--- config.mk ---
export PLATFORM = sky130hd
export DESIGN_NAME = hazard_scoreboard
export DESIGN_NICKNAME = d
export VERILOG_FILES = /design/src/rtl/hazard_scoreboard.sv
export SDC_FILE = /design/constraint.sdc
export NUM_CORES = 1
export LEC_CHECK = 0
export CORE_MARGIN = 2
export CORE_UTILIZATION = 64
export CTS_BUF_LIST = sky130_fd_sc_hd__clkbuf_8
export DETAILED_ROUTE_END_ITERATION = 10
export HOLD_SLACK_MARGIN = 0.12
export PLACE_DENSITY = 0.95
export SLEW_MARGIN = 10
export SYNTH_ARGS = -nofsm -noshare
export SYNTH_HDL_FRONTEND = slang
export SYNTH_SLANG_ARGS = --single-unit
--- constraint.sdc ---
create_clock -name clk -period 6.5 [get_ports clk]
set_input_delay 1.3 -clock clk [delete_from_list [all_inputs] [get_ports clk]]
set_output_delay 1.3 -clock clk [all_outputs]
set_load 0.005 [all_outputs]
--- src/rtl/hazard_scoreboard.sv ---
// Hazard unit: load-use detection, long-op busy scoreboard,
// outstanding-op limit, branch flush and sticky stall watchdog.
module hazard_scoreboard #(
  parameter int REG_NUM_BITWIDTH = 5,
  parameter int MAX_OUTSTANDING  = 4,
  parameter int WB_BYPASS        = 1,
  parameter int WATCHDOG_CYCLES  = 255
) (
  input  logic                        clk,
  input  logic                        rst_n,
  input  logic                        id_valid,
  input  logic                        id_memRead,
  input  logic                        id_longOp,
  input  logic [REG_NUM_BITWIDTH-1:0] id_Rd,
  input  logic [REG_NUM_BITWIDTH-1:0] if_Rs1,
  input  logic [REG_NUM_BITWIDTH-1:0] if_Rs2,
  input  logic                        if_longOp,
  input  logic                        wb_valid,
  input  logic [REG_NUM_BITWIDTH-1:0] wb_Rd,
  input  logic                        ex_branchTaken,
  output logic                        PCWrite,
  output logic                        if_write,
  output logic                        id_doNOP,
  output logic                        if_flush,
  output logic [$clog2(MAX_OUTSTANDING+1)-1:0] outstanding,
  output logic                        hazard_error
);

  localparam int R  = REG_NUM_BITWIDTH;
  localparam int NR = 2 ** R;
  localparam int OW = $clog2(MAX_OUTSTANDING + 1);
  localparam int WW = $clog2(WATCHDOG_CYCLES + 1);
  localparam logic [OW-1:0] MAXO = OW'(MAX_OUTSTANDING);
  localparam logic [WW-1:0] WDC  = WW'(WATCHDOG_CYCLES);

  logic [NR-1:0] busy_q, busy_d;
  logic [OW-1:0] out_q, out_d;
  logic [WW-1:0] cnt_q, cnt_d;
  logic          err_q, err_d;

  logic [R-1:0] src [2];
  logic [1:0]   id_m, byp, hit;
  logic         ld_or_long;
  logic         full, stall, stall_eff;
  logic         iss, cmp;

  assign src[0]     = if_Rs1;
  assign src[1]     = if_Rs2;
  assign ld_or_long = id_valid & (id_memRead | id_longOp);

  always_comb begin
    for (int k = 0; k < 2; k++) begin
      id_m[k] = ld_or_long & (id_Rd == src[k]);
      byp[k]  = (WB_BYPASS != 0) & wb_valid
              & (wb_Rd == src[k]) & !id_m[k];
      hit[k]  = (src[k] != '0)
              & (busy_q[src[k]] | id_m[k]) & !byp[k];
    end
  end

  assign full      = (out_q == MAXO);
  assign stall     = (|hit) | (if_longOp & full);
  assign stall_eff = stall & !ex_branchTaken;

  assign if_flush = ex_branchTaken;
  assign id_doNOP = ex_branchTaken | stall;
  assign PCWrite  = ex_branchTaken | !stall;
  assign if_write = ex_branchTaken | !stall;

  assign iss = id_valid & id_longOp & !ex_branchTaken
             & (id_Rd != '0);
  assign cmp = wb_valid & (wb_Rd != '0) & busy_q[wb_Rd];

  always_comb begin
    busy_d = busy_q;
    out_d  = out_q;
    cnt_d  = cnt_q;
    err_d  = err_q;
    // clear before set so a same-register issue wins
    if (cmp) busy_d[wb_Rd] = 1'b0;
    if (iss) busy_d[id_Rd] = 1'b1;
    if (iss && !cmp) begin
      if (full) err_d = 1'b1;
      else      out_d = out_q + OW'(1);
    end else if (cmp && !iss) begin
      if (out_q == '0) err_d = 1'b1;
      else             out_d = out_q - OW'(1);
    end
    if (stall_eff) begin
      if (cnt_q != WDC) cnt_d = cnt_q + WW'(1);
      if (cnt_q >= WDC - WW'(1)) err_d = 1'b1;
    end else begin
      cnt_d = '0;
    end
  end

  always_ff @(posedge clk or negedge rst_n) begin
    if (!rst_n) begin
      busy_q <= '0;
      out_q  <= '0;
      cnt_q  <= '0;
      err_q  <= 1'b0;
    end else begin
      busy_q <= busy_d;
      out_q  <= out_d;
      cnt_q  <= cnt_d;
      err_q  <= err_d;
    end
  end

  assign outstanding  = out_q;
  assign hazard_error = err_q;

endmodule

### Yosys cells after proc, flatten, opt, wreduce, memory -nomap -nowiden

Index checks and enable logic that the tools add are counted.

* bits of input ports: 28
* flip-flop bits (word level): 44

* bitwise gates (word level): 27
* eq/ne operators: 9
* magnitude comparators: 7
* $add $sub $neg: 3
* reductions and logical operators: 20
* mux-type cells: 24

Operators by type and width (number)
* 32-bit 2-to-1 mux: 2
* 32-bit bitwise AND: 1
* 32-bit inverter: 1
* 32-bit OR: 1
* 5-bit by 6-bit < comparator with 1-bit output (second input constant): 4
* 5-bit equality test: 4
* 5-bit nonzero test: 4
* 1-bit bitwise AND: 18
* 8-bit 2-to-1 mux: 2
* 1-bit binary-select mux with 5-bit select: 3
* 3-bit 2-to-1 mux: 4
* 1-bit 2-to-1 mux: 11
* 1-bit demux with 5-bit select: 2
* 5-bit by 1-bit >= comparator with 1-bit output (second input constant): 2
* 8-bit by 1-bit adder with 8-bit output (second input constant): 1
* 8-bit >= comparator (second input constant): 1
* 1-bit logical NOT: 8
* 8-bit != test (second input constant): 1
* 1-bit OR: 6
* 1-bit logical AND: 4
* 2-bit != test (second input constant): 2
* 3-bit by 1-bit adder with 3-bit output (second input constant): 1
* 3-bit equality test (second input constant): 1
* 3-bit logical NOT: 1
* 5 further kinds: 5

### Logic depth before layout (Yosys ltp)

Gate-level depths: netlist (run 1).

* word-level depth: 11
* depth in mapped cells: 12
* mapped depth without buffers: 9

### Worst setup path after synthesis (run 1)

OpenSTA, ideal clock, no wires.

* kind: input to output
* start: input if_Rs2[0]
* end: output if_write
* data required time: 5.200 ns
* path slack: 1.979 ns
* buffers on the path: 3
* stages: 9
* arrival: 3.221 ns
* cells stage by stage: clkbuf_1 > mux4_2 > a32oi_1 > o22ai_1 > o21ai_0 > o211a_1 > buf_2 > or2_2 > buf_4

* longest elaborated chain between the ends: 10
* elaborated cells on any way between the ends: 17

Ends and longest elaborated chain
* start: declaration: RTL line 16 `input logic [REG_NUM_BITWIDTH-1:0] if_Rs2,`
* parallel branches: the longest is 5 deep, another holds 1-bit binary-select mux with 5-bit select
* 1-bit bitwise AND (*): RTL line 57 `& (busy_q[src[k]] | id_m[k]) & !byp[k];`
* 2-bit OR reduction (*): RTL line 62 `assign stall = (|hit) | (if_longOp & full);`
* 1-bit OR (*): RTL line 62
* 1-bit logical NOT (*)
* 1-bit OR (*)
* end: declaration: RTL line 22 `output logic if_write,`

Mark *: on every way between the ends. The select of a mux whose other input is x is not followed.

### Worst setup path in the final report (run 1)

* start: input if_Rs1[1]
* end: output PCWrite

* longest elaborated chain between the ends: 10
* elaborated cells on any way between the ends: 17

Ends and longest elaborated chain
* start: declaration: RTL line 15 `input logic [REG_NUM_BITWIDTH-1:0] if_Rs1,`
* parallel branches: the longest is 5 deep, another holds 1-bit binary-select mux with 5-bit select
* 1-bit bitwise AND (*): RTL line 57
* 2-bit OR reduction (*): RTL line 62
* 1-bit OR (*): RTL line 62
* 1-bit logical NOT (*): RTL line 67 `assign PCWrite = ex_branchTaken | !stall;`
* 1-bit OR (*): RTL line 67
* end: declaration: RTL line 21 `output logic PCWrite,`

Marks and branches as above.

==> metrics.yaml, run 1 <==
yosys:
  ys_seq_area_frac: 0.322
  synth_cell_types: 57
  synth_area_leaders: "dfrtp_1 (32%), mux4_2 (11%), mux2i_1 (5.3%)"
  ys_async_sr_fraction: 1.00
  netlist.area_leader.share: 0.322
  yosysMostFrequentCell: "dfrtp_1"
  syn-mean-instance-area_um2: 9.84
  synth_edf_count: 0
  ys.flop_type: "dfrtp_1"
  synth_fp_nets: 378
  synth_common_cells: "dfrtp_1 (44), o21ai_0 (32), mux2i_1 (18), o31ai_1 (17)"
  ys_ff_latch: 44
  yosysTopAreaCell: "dfrtp_1"
  synthCells: 347
  synth_warnings: 0
  syn_area_mm2: 0.00342
setup_path:
  crit_arrival_ps: 4410
  r2r_start: "busy_q[22]"
  crit_start: "if_Rs1[1]"
  required_ps: 5200
  reg2reg_to: "outstanding[1]"
  cp_max_fo: 14
  endpoint: "PCWrite"
  start_kind: "input port"
  path_class: "input port to primary output"
  worstRegToRegCells: 9
  reg2reg_slack_ps: 3270
  endpoint_kind: "primary output"
placement:
  port_buffers: 35
  place_area_mm2: 0.00374
  dp_slack_ps: 821
  place.gp.congestion: 0.971
  dp_hpwl_um: 6770
clock_tree:
  cts.hold.buffers_added: 0
  cts_tree: "yes"
  cts_root_buf: "clkbuf_8"
  clk_path_buf_depth: 2
  post_cts_resized: 0
  clk-insertion-delay-late_ps: 300
  numCtsBuffers: 5
  path_clk_slew_ps: 80
  post_cts_buffers: 0
  htree_levels: 2
  cts.sinks: 44
routing:
  drc: 0
  drtPass1Iterations: 6
  num_vias: 3209
  drt_iter0_drc: 562
  viasPerCell: 7.39
  drt-total-wl_um: 9670
  drtAntennaViolNets: 0
  routedWlPerCell_um: 22.3
sta:
  setup_viol: 0
  clock.fmax_ghz: 0.175
  slew_viol_final: 0
  max_slew_margin: 0.341
  final.setup.worst_slack_ps: 787
  tns_ps: 0
  fin_crit_ps: 5710
  tightest_slew_ps: 989
  hold_viol_final: 0
  skew_ps: 4.55
  rsz0062_at_grt: "no"
  finalCritPeriodShare: 0.879
min_path:
  min_path_type: "flop to flop"
  hp-start: "busy_q[0]"
power:
  ir_worst_vdd_uv: 130
  total_power_uw: 859
  powerDensity_mw_per_mm2: 224
  power.static_leakage_nw: 1.45
global_routing:
  grt-ovfl-total: 0
  antenna_found_initial: 0
  grt_pass1_vias: 3182
  grt_pass1_wl_um: 16200
  grt_util_all_layers: 0.348
  grt_max_degree: 45
layout:
  regArea_mm2: 0.00110
  multi_input_area_mm2: 0.00215
  fillers: 366
  antenna_cells: 0
  design_area_mm2: 0.00384
  area_delta_synth_final_pct: 12.6
  num-nets-final: 394
  drive_gt1_frac: 0.121
die:
  core_area_mm2: 0.00514
  die_area_mm2: 0.00594
  start_util: 0.665
  fp.dieW_um: 77.1
  num_rows: 26
  io_pins: 36
  die_h_um: 77.1
flow_run:
  maxCapViolCount: 0
outcome:
  run_status: "completed"
-- metrics by stage --
step           instances   util  hold WS (ps)
2_1_floorplan        347      -           459
3_3_place_gp         426  0.727           433
3_5_place_dp         426  0.727           438
4_1_cts              434  0.748           456
5_1_grt              434  0.748           470
6_report             434  0.748           459
-- sequential cells by signal, summed over array words and instances, names as in the netlist --
register and count:
hazard_error 1, outstanding 3, busy_q 32, cnt_q 8
-- routing by layer --
metal  part of all wire  global-route usage  up-vias
met3               0.12              0.0788       55
met5                  0                   0        -
met1               0.38               0.463     1512
met4              0.032               0.143        0
li1                   -                   -     1390
met2               0.47               0.554      252
-- worst max-delay path, stage by stage --
cell and delay, ps:
clkdlybuf4s50_1 900, mux4_2 410, nor2b_1 140, a2111oi_0 440
a2111o_1 170, o211a_1 370, or2_2 180, clkdlybuf4s50_1 500
-- worst min path at each step --
stage / endpoint / slack [ps] / cells past startpoint
final: busy_q[0] / 460 / 0
after global routing: busy_q[0] / 470 / 0
after CTS: busy_q[0] / 460 / 0
after detailed placement: busy_q[0] / 440 / 0
after global placement: busy_q[0] / 430 / 0
after floorplan: busy_q[0] / 460 / 1
-- layout make-up --
class                      count  share of cell area
multi-input combinational    268               0.559
sequential                    44               0.286
timing repair buffer          40              0.0996
tap                           70              0.0228
clock buffer                   5              0.0179
clock inverter                 3              0.0101
inverter                       4             0.00390
-- power by group --
group / total, mW / internal (mW) / switching [mW]
Clock: 0.205 / 0.113 / 0.0926
Combinational: 0.285 / 0.146 / 0.139
Sequential: 0.369 / 0.311 / 0.0582
Total: 0.859 / 0.570 / 0.290
-- cell families after synthesis --
family                     count (synthesis)  synth area share
muxes                                     37             0.168
adders and majority gates                  3            0.0132
DFF                                       44             0.322
and+or+nand+nor                          104             0.172
buffers and inverters                     35            0.0480
AOI/OAI and AO/OA                         98             0.205
xor gates and xnor gates                  26            0.0711
-- cells in the final DEF (no fill, tap or decap), types with 7 or more instances in the layout --
cell type | netlist | routed
clkdlybuf4s50_1 | 0 | 34
dfrtp_1 | 44 | 44
mux2i_1 | 18 | 18
mux4_2 | 16 | 16
nand2_1 | 16 | 16
nand2b_1 | 7 | 7
nand3_1 | 8 | 8
nand4_1 | 7 | 7
nor2_1 | 15 | 15
nor2b_1 | 8 | 8
nor3_1 | 10 | 10
o21ai_0 | 32 | 32
o31ai_1 | 17 | 17
o41ai_1 | 16 | 16
or3_1 | 8 | 8
xnor2_1 | 13 | 13
xor2_1 | 12 | 12
No activity file was read; power rests on OpenSTA's default activity.
==> inputs of run 2 (changes only) <==
--- a/config.mk
+++ b/config.mk
@@ -5,11 +5,13 @@
 export SDC_FILE = /design/constraint.sdc
 export NUM_CORES = 1
 export LEC_CHECK = 0
-export CORE_MARGIN = 2
+export CORE_MARGIN = 5
 export CORE_UTILIZATION = 64
 export CTS_BUF_LIST = sky130_fd_sc_hd__clkbuf_8
+export CTS_CLUSTER_DIAMETER = 100
 export DETAILED_ROUTE_END_ITERATION = 10
 export HOLD_SLACK_MARGIN = 0.12
+export MAX_ROUTING_LAYER = met4
 export PLACE_DENSITY = 0.95
 export SLEW_MARGIN = 10
 export SYNTH_ARGS = -nofsm -noshare
==> metrics.yaml, run 2 (synthesis gave the netlist of run 1 again) <==
global_routing:
  grt-ovfl-total: 0  # unchanged
  grt_pass1_vias: 3363  # was 3182
  antenna_found_initial: 0  # unchanged
  grt_max_degree: 45  # unchanged
  grt_pass1_wl_um: 17300  # was 16200 um
  grt_util_all_layers: 0.315  # was 0.348
layout:
  multi_input_area_mm2: 0.00215  # unchanged
  fillers: 336  # was 366
  largest_reg_flops: 32  # unchanged
  drive_gt1_frac: 0.131  # was 0.121
  antenna_cells: 0  # unchanged
  mostFrequentLayoutCell: "dfrtp_1"  # unchanged
  layout_common_cells: "dfrtp_1 (44), clkdlybuf4s50_1 (34), o21ai_0 (32), mux2i_1 (18), o31ai_1 (17)"  # unchanged
  num-nets-final: 397  # was 394
  regArea_mm2: 0.00110  # unchanged
  largest-register: "busy_q"  # unchanged
  area_delta_synth_final_pct: 13.8  # was 12.6%
outcome:
  run_status: "completed"  # unchanged
routing:
  viasPerCell: 7.60  # was 7.39
  num_vias: 3320  # was 3209
  drtAntennaViolNets: 0  # unchanged
  drc: 0  # unchanged
  drt_iter0_drc: 551  # was 562
  routedWlPerCell_um: 23.7  # was 22.3 um
  drtPass1Iterations: 5  # was 6
  drt-total-wl_um: 10300  # was 9670 um
sta:
  skew_ps: 5.66  # was 4.55 ps
  setup_viol: 0  # unchanged
  slew_viol_final: 0  # unchanged
  max_slew_margin: 0.329  # was 0.341
  finalCritPeriodShare: 0.877  # was 0.879
  tightest_slew_ps: 1010  # was 989 ps
  rsz0062_at_grt: "no"  # unchanged
  clock.fmax_ghz: 0.175  # about the same
  fin_crit_ps: 5700  # was 5710 ps
  tns_ps: 0  # unchanged
  hold_viol_final: 0  # unchanged
  final.setup.worst_slack_ps: 797  # was 787 ps
die:
  io_pins: 36  # unchanged
  die_area_mm2: 0.00690  # was 0.00594 mm^2
  num_rows: 26  # unchanged
  start_util: 0.665  # unchanged
  core_area_mm2: 0.00514  # unchanged
  die_h_um: 83.1  # was 77.1 um
  fp.dieW_um: 83.1  # was 77.1 um
setup_path:
  path_class: "input port to primary output"  # unchanged
  slowest_stage: "clkdlybuf4s50_1"  # unchanged
  crit_top_cell: "clkdlybuf4s50_1"  # unchanged
  cp_slowest_stage_delay_ps: 560  # was 900 ps
  path_cells: "clkdlybuf4s50_1 -> buf_4 -> mux4_2 -> nor2b_1 -> a2111oi_0 -> a2111o_1 -> o211a_1 -> or2_2 -> clkdlybuf4s50_1"  # was clkdlybuf4s50_1 -> mux4_2 -> nor2b_1 -> a2111oi_0 -> a2111o_1 -> o211a_1 -> or2_2 -> clkdlybuf4s50_1
  endpoint_kind: "primary output"  # unchanged
  cp_max_fo: 11  # was 14
  crit_arrival_ps: 4400  # was 4410 ps
  required_ps: 5200  # about the same
  start_kind: "input port"  # unchanged
clock_tree:
  post_cts_buffers: 0  # unchanged
  clk-insertion-delay-late_ps: 300  # about the same
  cts_root_buf: "clkbuf_8"  # unchanged
  numCtsBuffers: 5  # unchanged
  path_clk_slew_ps: 90  # was 80 ps
  cts.hold.buffers_added: 0  # unchanged
  cts.sinks: 44  # unchanged
  cts_tree: "yes"  # unchanged
  htree_levels: 2  # unchanged
  clk_path_buf_depth: 2  # unchanged
  post_cts_resized: 0  # unchanged
flow_run:
  maxCapViolCount: 0  # unchanged
min_path:
  min_path_type: "flop to flop"  # unchanged
placement:
  dp_slack_ps: 809  # was 821 ps
  dp_hpwl_um: 6990  # was 6770 um
  place.gp.congestion: 0.970  # was 0.971
  port_buffers: 35  # unchanged
power:
  power.static_leakage_nw: 1.47  # was 1.45 nW
  total_power_uw: 897  # was 859 uW
  powerDensity_mw_per_mm2: 231  # was 224 mW/mm^2
  ir_worst_vdd_uv: 118  # was 130 uV
==> run 2: critical path, delay by kind of cell <==
| kind | cells | cell delay (ps) |
|---|---|---|
| compound gates | 3 | 960 |
| buf+inv | 3 | 1290 |
| mux | 1 | 510 |
| simple gates | 2 | 330 |
==> run 2: path summary, 6_finish.rpt <==
path                                 start        endpoint  slack, ps  depth (start not counted)
worst max-delay path             if_Rs1[0]         PCWrite        800                          9
worst min-delay path             busy_q[0]       busy_q[0]        470                          0
worst max register to register  busy_q[20]  outstanding[1]       3190                          9
worst min register to register   busy_q[0]       busy_q[0]        470                          0
max in group asynchronous            rst_n      busy_q[31]       4710                          1
min in group asynchronous            rst_n      busy_q[14]       1170                          1
==> run 2: layout make-up <==
cell class	instances	area share
multi-input cells	268	0.553
flip-flops and latches	44	0.283
repair buffers	43	0.104
clock buffers	7	0.0248
well taps	70	0.0225
clock inverters	1	0.00773
inverters	4	0.00386
==> run 2: stage by stage <==
stage,util,std cells,instance area [um^2],hold WS (ps)
after floorplan,-,347,3420,459
after global placement,0.732,429,3760,438
after detailed placement,0.732,429,3760,444
after CTS,0.756,437,3890,462
after global routing,0.756,437,3890,489
final,0.756,437,3890,469
==> run 2: where the power goes <==
group | switching, mW | total, mW | leakage (nW) | internal, mW
Clock | 0.0974 | 0.233 | 0.0645 | 0.136
Combinational | 0.145 | 0.292 | 0.820 | 0.147
Sequential | 0.0603 | 0.371 | 0.582 | 0.311
Total | 0.302 | 0.897 | 1.47 | 0.594
==> run 2: layer usage <==
metal | GRT usage | routed length (um)
met2 | 0.496 | 4860
met3 | 0.0792 | 1370
met4 | 0.111 | 420
met1 | 0.398 | 3700
met5 | - | 0
==> inputs of run 3 (changes only) <==
--- a/config.mk
+++ b/config.mk
@@ -13,6 +13,7 @@
 export HOLD_SLACK_MARGIN = 0.12
 export MAX_ROUTING_LAYER = met4
 export PLACE_DENSITY = 0.95
+export RECOVER_POWER = 25
 export SLEW_MARGIN = 10
 export SYNTH_ARGS = -nofsm -noshare
 export SYNTH_HDL_FRONTEND = slang
==> metrics.yaml, run 3 (synthesis gave the netlist of run 1 again) <==
die:
  die_area_mm2: 0.00690  # unchanged
  die_h_um: 83.1  # unchanged
  fp.dieW_um: 83.1  # unchanged
  core_area_mm2: 0.00514  # unchanged
  io_pins: 36  # unchanged
  start_util: 0.665  # unchanged
  num_rows: 26  # unchanged
routing:
  drc: 0  # unchanged
  drt-total-wl_um: 10300  # about the same
  drtPass1Iterations: 6  # was 5
  drt_iter0_drc: 501  # was 551
  routedWlPerCell_um: 23.6  # was 23.7 um
  viasPerCell: 7.58  # was 7.60
  drtAntennaViolNets: 0  # unchanged
  num_vias: 3313  # was 3320
clock_tree:
  htree_levels: 2  # unchanged
  clk_path_buf_depth: 2  # unchanged
  cts.hold.buffers_added: 0  # unchanged
  cts_tree: "yes"  # unchanged
  numCtsBuffers: 5  # unchanged
  cts.sinks: 44  # unchanged
  cts_root_buf: "clkbuf_8"  # unchanged
  clk-insertion-delay-late_ps: 300  # about the same
  path_clk_slew_ps: 90  # about the same
  post_cts_resized: 0  # unchanged
  post_cts_buffers: 0  # unchanged
power:
  power.static_leakage_nw: 1.46  # was 1.47 nW
  ir_worst_vdd_uv: 118  # about the same
  powerDensity_mw_per_mm2: 230  # was 231 mW/mm^2
  total_power_uw: 895  # was 897 uW
setup_path:
  reg2reg_slack_ps: 3190  # about the same
  start_kind: "input port"  # unchanged
  crit_top_cell: "clkdlybuf4s50_1"  # unchanged
  crit_arrival_ps: 4420  # was 4400 ps
  slowest_stage: "clkdlybuf4s50_1"  # unchanged
  path_cells: "clkdlybuf4s50_1 -> buf_4 -> mux4_2 -> nor2b_1 -> a2111oi_0 -> a2111o_1 -> o211a_1 -> or2_2 -> clkdlybuf4s50_1"  # unchanged
  endpoint_kind: "primary output"  # unchanged
  required_ps: 5200  # about the same
  cp_slowest_stage_delay_ps: 560  # about the same
  cp_max_fo: 11  # unchanged
  path_class: "input port to primary output"  # unchanged
global_routing:
  grt_pass1_wl_um: 17300  # unchanged
  grt_max_degree: 45  # unchanged
  grt-ovfl-total: 0  # unchanged
  grt_pass1_vias: 3363  # unchanged
  grt_util_all_layers: 0.315  # unchanged
  antenna_found_initial: 0  # unchanged
sta:
  tns_ps: 0  # unchanged
  slew_viol_final: 45  # was 0
  hold_viol_final: 0  # unchanged
  rsz0062_at_grt: "no"  # unchanged
  fin_crit_ps: 5720  # was 5700 ps
  max_slew_margin: -0.626  # was 0.329
  tightest_slew_ps: 2440  # was 1010 ps
  finalCritPeriodShare: 0.880  # was 0.877
  skew_ps: 5.37  # was 5.66 ps
  setup_viol: 0  # unchanged
  clock.fmax_ghz: 0.175  # about the same
layout:
  largest_reg_flops: 32  # unchanged
  layout_common_cells: "dfrtp_1 (44), clkdlybuf4s50_1 (34), o21ai_0 (32), mux2i_1 (18), o31ai_1 (17)"  # unchanged
  mostFrequentLayoutCell: "dfrtp_1"  # unchanged
  num-nets-final: 397  # unchanged
  largest-register: "busy_q"  # unchanged
  antenna_cells: 0  # unchanged
  area_delta_synth_final_pct: 13.7  # was 13.8%
  drive_gt1_frac: 0.128  # was 0.131
outcome:
  run_status: "finished, violations left"  # was completed
  violations: "max-capacitance violations, max-slew violations"
flow_run:
  maxCapViolCount: 1  # was 0
placement:
  dp_hpwl_um: 6990  # unchanged
  port_buffers: 35  # unchanged
  place.gp.congestion: 0.970  # unchanged
min_path:
  min_path_type: "flop to flop"  # unchanged
run 3: final timing paths:
kind                             from              to  cells after the start
setup reg to reg           busy_q[20]  outstanding[1]                      9
hold / removal              busy_q[0]       busy_q[0]                      0
hold reg to reg             busy_q[0]       busy_q[0]                      0
max in group asynchronous       rst_n      busy_q[18]                      1
min in group asynchronous       rst_n      busy_q[14]                      1
setup / recovery            if_Rs1[0]         PCWrite                      9
run 3: power breakdown:
part	switching (mW)	internal (mW)	total, mW	leakage [nW]
Sequential	0.0608	0.311	0.372	0.582
Combinational	0.144	0.147	0.291	0.817
Clock	0.0968	0.136	0.232	0.0645
run 3: worst max-delay path: cells and delay by family:
kind	cells	cell delay, ps
buffers and inverters	3	1290
AO/OA/AOI/OAI	3	970
multiplexers	1	510
AND/OR/NAND/NOR	2	330
run 3: final cells by class:
class                      count  area, um^2
multi-input combinational    268        2150
sequential                    44        1100
timing repair buffer          43         404
clock buffer                   7        96.3
fill                         336        1250
inverter                       4        15.0
tap                           70        87.6
clock inverter                 1        30.0
run 3: layer usage:
metal | global-route usage | vias up | share of wire
met4 | 0.111 | 0 | 0.037
li1 | - | 1391 | -
met5 | - | - | 0
met1 | 0.398 | 1561 | 0.36
met3 | 0.0792 | 64 | 0.13
met2 | 0.496 | 297 | 0.47
run 3: stage by stage:
stage	utilization	hold slack [ps]	setup slack, ps	area [um^2]	instances
4_1_cts	0.756	462	808	3890	437
6_report	0.756	473	779	3880	437
3_3_place_gp	0.732	438	910	3760	429
3_5_place_dp	0.732	444	809	3760	429
5_1_grt	0.756	489	619	3880	437
2_1_floorplan	-	459	1980	3420	347
